==> config.mk <==
export PLATFORM = sky130hd
export DESIGN_NAME = deconv_stream_master
export DESIGN_NICKNAME = d
export VERILOG_FILES = /design/src/rtl/deconv_stream_master.sv
export SDC_FILE = /design/constraint.sdc
export NUM_CORES = 1
export LEC_CHECK = 0
export ABC_CLOCK_PERIOD_IN_PS = 6600
export CORE_ASPECT_RATIO = 0.6
export CORE_UTILIZATION = 45
export CTS_CLUSTER_DIAMETER = 30
export CTS_CLUSTER_SIZE = 30
export DETAILED_ROUTE_END_ITERATION = 7
export HOLD_SLACK_MARGIN = 0.15
export PLACE_DENSITY = 0.88
export SLEW_MARGIN = 30
export SYNTH_ARGS = -nofsm -noshare
export SYNTH_HDL_FRONTEND = slang
export SYNTH_SLANG_ARGS = --single-unit
==> constraint.sdc <==
create_clock -name clk -period 6.6 [get_ports clk]
set_input_delay 1.98 -clock clk [delete_from_list [all_inputs] [get_ports clk]]
set_output_delay 1.98 -clock clk [all_outputs]
set_load 0.02 [all_outputs]
==> src/rtl/deconv_stream_master.sv <==
// deconv_stream_master: host-side driver for the deconv2D core.
// Pulses core enable, streams K*K kernel words then N*N image words with
// ready backpressure, captures the core's output grid on done, and then
// serializes that grid row-major on a valid/ready stream.
module deconv_stream_master #(
  parameter int N           = 2,
  parameter int K           = 3,
  parameter int PIXEL_WIDTH = 8,
  parameter int OUT_PIX     = N*K*N*K
) (
  input  logic                   clk,
  input  logic                   rst,
  input  logic                   start,
  output logic                   busy,
  output logic                   job_done,
  input  logic                   kern_valid,
  input  logic [PIXEL_WIDTH-1:0] kern_data,
  output logic                   kern_ready,
  input  logic                   img_valid,
  input  logic [PIXEL_WIDTH-1:0] img_data,
  output logic                   img_ready,
  output logic                   core_enable,
  output logic                   load_kernel,
  output logic [PIXEL_WIDTH-1:0] kernel_input,
  input  logic                   kernel_ready,
  output logic                   load_input,
  output logic [PIXEL_WIDTH-1:0] image_input,
  input  logic                   input_ready,
  input  logic                   core_done,
  input  logic [PIXEL_WIDTH-1:0] core_out [0:OUT_PIX-1],
  output logic                   out_valid,
  output logic [PIXEL_WIDTH-1:0] out_data,
  output logic                   out_last,
  input  logic                   out_ready
);

  localparam int KK   = K*K;
  localparam int NN   = N*N;
  localparam int TMAX = (KK > NN) ? KK : NN;
  localparam int TCW  = $clog2(TMAX + 1);
  localparam int IW   = $clog2(OUT_PIX);

  typedef enum logic [2:0] {
    S_IDLE,
    S_START,
    S_SEND_KERNEL,
    S_SEND_IMAGE,
    S_WAIT_DONE,
    S_DRAIN
  } state_t;

  state_t                 state, state_nxt;
  logic [TCW-1:0]         xfer_cnt;
  logic [IW-1:0]          idx;
  logic [PIXEL_WIDTH-1:0] frame [0:OUT_PIX-1];
  logic                   capture;
  logic                   last_beat;
  logic                   state_chg;

  assign state_chg = (state_nxt != state);
  // Done is only honoured while waiting for it; elsewhere it is noise.
  assign capture   = (state == S_WAIT_DONE) && core_done;

  // State register.
  always_ff @(posedge clk) begin
    if (rst) state <= S_IDLE;
    else     state <= state_nxt;
  end

  // Next-state and all core/stream outputs; loads and readies only exist
  // in their send state so a stray load can never abort the core.
  always_comb begin
    state_nxt    = state;
    busy         = (state != S_IDLE);
    core_enable  = 1'b0;
    kern_ready   = 1'b0;
    load_kernel  = 1'b0;
    kernel_input = '0;
    img_ready    = 1'b0;
    load_input   = 1'b0;
    image_input  = '0;
    out_valid    = 1'b0;
    out_data     = '0;
    out_last     = 1'b0;
    last_beat    = 1'b0;
    case (state)
      S_IDLE: begin
        if (start) state_nxt = S_START;
      end
      S_START: begin
        // Enable leads the first load so the core is already receiving.
        core_enable = 1'b1;
        state_nxt   = S_SEND_KERNEL;
      end
      S_SEND_KERNEL: begin
        kern_ready   = kernel_ready;
        load_kernel  = kern_valid & kernel_ready;
        kernel_input = kern_data;
        if (load_kernel && (xfer_cnt == TCW'(KK - 1))) state_nxt = S_SEND_IMAGE;
      end
      S_SEND_IMAGE: begin
        img_ready   = input_ready;
        load_input  = img_valid & input_ready;
        image_input = img_data;
        if (load_input && (xfer_cnt == TCW'(NN - 1))) state_nxt = S_WAIT_DONE;
      end
      S_WAIT_DONE: begin
        if (core_done) state_nxt = S_DRAIN;
      end
      S_DRAIN: begin
        out_valid = 1'b1;
        out_data  = frame[idx];
        out_last  = (idx == IW'(OUT_PIX - 1));
        if (out_ready && out_last) begin
          last_beat = 1'b1;
          state_nxt = S_IDLE;
        end
      end
      default: state_nxt = S_IDLE;
    endcase
  end

  // Transfer counter: one count per accepted load, cleared on every state entry.
  always_ff @(posedge clk) begin
    if (rst)                          xfer_cnt <= '0;
    else if (state_chg)               xfer_cnt <= '0;
    else if (load_kernel | load_input) xfer_cnt <= xfer_cnt + TCW'(1);
  end

  // Output index: advances on each accepted beat, cleared on every state entry.
  always_ff @(posedge clk) begin
    if (rst)                         idx <= '0;
    else if (state_chg)              idx <= '0;
    else if (out_valid && out_ready) idx <= idx + IW'(1);
  end

  // Job-done pulse lands in the cycle after the final beat.
  always_ff @(posedge clk) begin
    if (rst) job_done <= 1'b0;
    else     job_done <= last_beat;
  end

  // Frame snapshot: written only at capture, so core_out may change freely
  // while the frame is being drained.
  for (genvar g = 0; g < OUT_PIX; g++) begin : g_frame
    always_ff @(posedge clk) begin
      if (rst)          frame[g] <= '0;
      else if (capture) frame[g] <= core_out[g];
    end
  end

endmodule

==> summary.md <==
| Metric | Value |
|---|---|
| Status | `complete, no violations` |
| Setup crit end | `load_input` |
| Drt total wl | `roughly 37 mm` |
| VDD IR max | `~0.20 mV` |
| WP data arrival | `approximately 3400 ps` |
| Crit path max-delay cell type | `clkdlybuf4s50_1` |
| Worst-path maximum fanout | `4` |
| Most frequent cell after synthesis | `and2_1` |
| Final nets | `around 1,600` |
| Share of power burned in registers | `~44%` |
| Root Driver | `clkbuf_16` |
| GRT overflow | `0` |
| CTS max path bufs | `3` |
| Post-cts sizing count | `0` |
| Fmax | `roughly 180 MHz` |
| Post-synth EDFFs | `between 200 and 300` |
| Net switching power figure | `roughly 1100 uW` |
| Post-CTS Hold Fix Bufs | `0` |
| Effective utilization at floorplan | `about 46%` |
| Switch share | `21.5%` |
| 1st-iter DRT viols | `~740` |
| Clk_lat worst skew | `550 ps` |
| Critical Path Max Stage Delay | `between 500 and 600 ps` |
| Power Density | `254 nW/um2` |
| Number of global-route vias before repair | `approximately 9,400` |
| Core Region | `around 31,000 um2` |
| Die X-Extent | `roughly 230 um` |
| Final Hold Viols | `0` |
| Yosys Warn Count | `0` |
| Seq/Total Area, Yosys | `63.3%` |
| Post-Syn Nets | `about 1,300` |
| Chip height | `roughly 140 um` |
| Layout cells sized above 1 | `13.0%` |
| Setup violations, final | `0` |
| Layout overhead on the synthesized area | `37.9%` |
| Pins Over Slew Limit | `0` |
| First-pass GRT wire length | `between 50 and 60 mm` |
| Sink Count | `308` |
| Final Wtd Congestion | `about 0.84` |
| R2R cell count | `4` |
| RR Startpoint | `state[0]` |
| Setup Crit Path Kind | `input port to output port` |
| Max_cap viols | `0` |
| Relative slew slack | `between 30 and 40%` |
| Synth Cell Area | `14,300 um2` |
| Synth cell types | `58` |
| ANT nets after route | `0` |
| FP Rows | `50` |
| Hold Path Class | `flop to flop` |
| Fill cells | `between 2,000 and 2,500` |
| RSZ-0062 raised after global routing | `no` |
| Largest net degree at the start of global routing | `162` |
| Leakage dissipation | `0.00703 uW` |
| Combinational share of power | `between 6 and 7%` |
| Worst slew pin tran | `about 910 ps` |
| Pre-antenna DRT Iters | `5` |
| Via density | `roughly 5.2` |
| Total negative setup slack | `0 ps` |
| Mean post-synth cell area | `about 15 um2` |
| GRT Util Overall | `between 20% and 30%` |
| Startpoint types | `input port` |
| Final Util | `a little over three fifths` |
| Worst-path clk slew | `40 ps` |
| Most frequent cells after synthesis | `and2_1 (310), edfxtp_1 (288), mux2i_1 (58)` |
| Most area-consuming cells after synthesis | `edfxtp_1 (61%), and2_1 (14%), mux4_2 (6.8%)` |
| Initial antenna violation count | `4` |
| Total number of vias | `between 9,000 and 10,000` |
| #FFs+latches synth | `a little over 300` |
| Synth Flop Type | `edfxtp_1` |
| Post-synth top area cell | `edfxtp_1` |
| R2r setup slk | `about 4300 ps` |
| Share of the synthesized area in the top cell type | `60.5%` |
| Port bufs | `approximately 350` |
| Final period util | `between 80 and 90%` |
| Endpoint class of the critical path | `output port` |
| Synth Instances | `about 960` |
| Postcts setup bufs | `0` |
| Post-DP HPWL | `between 20 and 30 mm` |
| Top Ports | `between 300 and 400` |
| Mean routed wirelength per cell | `about 21 um` |
| Crit-path cells | `clkdlybuf4s50_1, and2_1, and2_1, clkdlybuf4s50_1` |
| FFs w/ async S/R, synth | `0%` |
| H-tree depth | `2` |
| Final Critical Period | `5420 ps` |
| DRC Markers | `0` |
| TritonCTS buffer count | `48` |
| CTS tree | `done` |
| Critical path required time | `around 4600 ps` |
| Reg2reg end | `frame[31][5]` |
| Internal | `between 3000 and 4000 uW` |
| Final Skew | `28.6 ps` |
| Hold path depth | `2` |
| Power share of the clock group | `between 40% and 50%` |
| Crit path from | `img_valid` |
| Die area | `roughly 32,000 um2` |
-- critical path, delay by kind of cell --
kind          cells  cell delay [ps]
simple gates      2              380
buf+inv           2             1080
-- area by class of cell --
class / instances / area [um2] / share of cell area, %
repair buffers: 361 / 3650 / 18.5
diodes: 3 / 7.51 / 0.0381
flip-flops and latches: 308 / 9060 / 46.0
multi-input cells: 582 / 4820 / 24.5
clock inverters: 33 / 343 / 1.74
well taps: 416 / 520 / 2.64
clock buffers: 55 / 1270 / 6.44
inverters: 8 / 30.0 / 0.152
-- kinds of logic (layout without fill, tap and decap cells) --
family                     count (synthesis)  count (layout)  share of synthesized area, %
and+or+nand+nor                          393             393                          16.9
DFF                                      308             308                          63.3
xor gates and xnor gates                   6               6                         0.368
other                                      0               3                             0
adders and majority gates                  3               3                         0.263
muxes                                    116             116                          12.4
AOI/OAI and AO/OA                         64              64                          3.60
buffers and inverters                     71             457                          3.07
-- power groups by stage --
| stage | Clock [uW] | Sequential (uW) | Combinational (uW) |
|---|---|---|---|
| floorplan | 0 | 2250 | 84.0 |
| global placement | 0 | 2250 | 306 |
| detailed placement | 0 | 2250 | 311 |
| CTS | 2520 | 2210 | 314 |
| global route | 2600 | 2220 | 330 |
| finish | 2480 | 2210 | 312 |
-- how the worst min path moves through the flow --
stage	startpoint	endpoint	slack, ps
floorplan	xfer_cnt[2]	xfer_cnt[2]	490
global placement	xfer_cnt[2]	xfer_cnt[2]	500
detailed placement	xfer_cnt[3]	xfer_cnt[3]	540
CTS	xfer_cnt[3]	xfer_cnt[3]	560
global route	xfer_cnt[3]	xfer_cnt[3]	580
finish	xfer_cnt[3]	xfer_cnt[3]	560
-- placed cells by master, fill, tap and decap left out, types with 4 or more instances in the layout --
cell type / n
clkinv_4: 5
a32oi_1: 4
o21ai_0: 4
mux4_1: 4
nor2b_1: 5
o221ai_1: 4
nand2b_1: 7
or3_1: 4
nand3_1: 5
xnor2_1: 5
inv_1: 7
a21oi_1: 6
a22oi_1: 17
a31oi_1: 9
clkbuf_1: 4
clkbuf_16: 49
mux4_2: 43
inv_6: 7
buf_4: 10
nand4_1: 4
mux2_2: 10
inv_8: 4
mux2i_1: 58
nand2_1: 17
dfxtp_1: 17
nor2_1: 10
a22oi_2: 5
and2_1: 310
edfxtp_1: 288
nor3_1: 12
clkinvlp_4: 5
clkdlybuf4s50_1: 345
clkinv_2: 5
-- metrics by stage --
stage	instance area [um2]	instances	hold WS (ps)	power [uW]	worst slack (ps)
4_1_cts	19700	1762	558	5040	1110
6_report	19700	1766	559	5000	1180
2_1_floorplan	14300	961	487	2340	271
3_3_place_gp	18000	1673	502	2550	1210
5_1_grt	19700	1764	584	5140	952
3_5_place_dp	18000	1674	541	2560	1200
-- state kept, by name, summed over array words and instances, names as in the netlist, named ones only --
name,cells
state,3
job_done,1
idx,6
xfer_cnt,4
frame,288
-- metal layers --
layer | vias to the layer above | part of all wire, % | global-route usage, %
li1 | 4267 | - | -
met1 | 4527 | 42 | 29.8
met2 | 347 | 48 | 37.1
met3 | 65 | 7.5 | 5.90
met4 | 2 | 2.3 | 6.41
met5 | - | 0.040 | 0
Note: power is estimated with default switching activity, not from simulation.
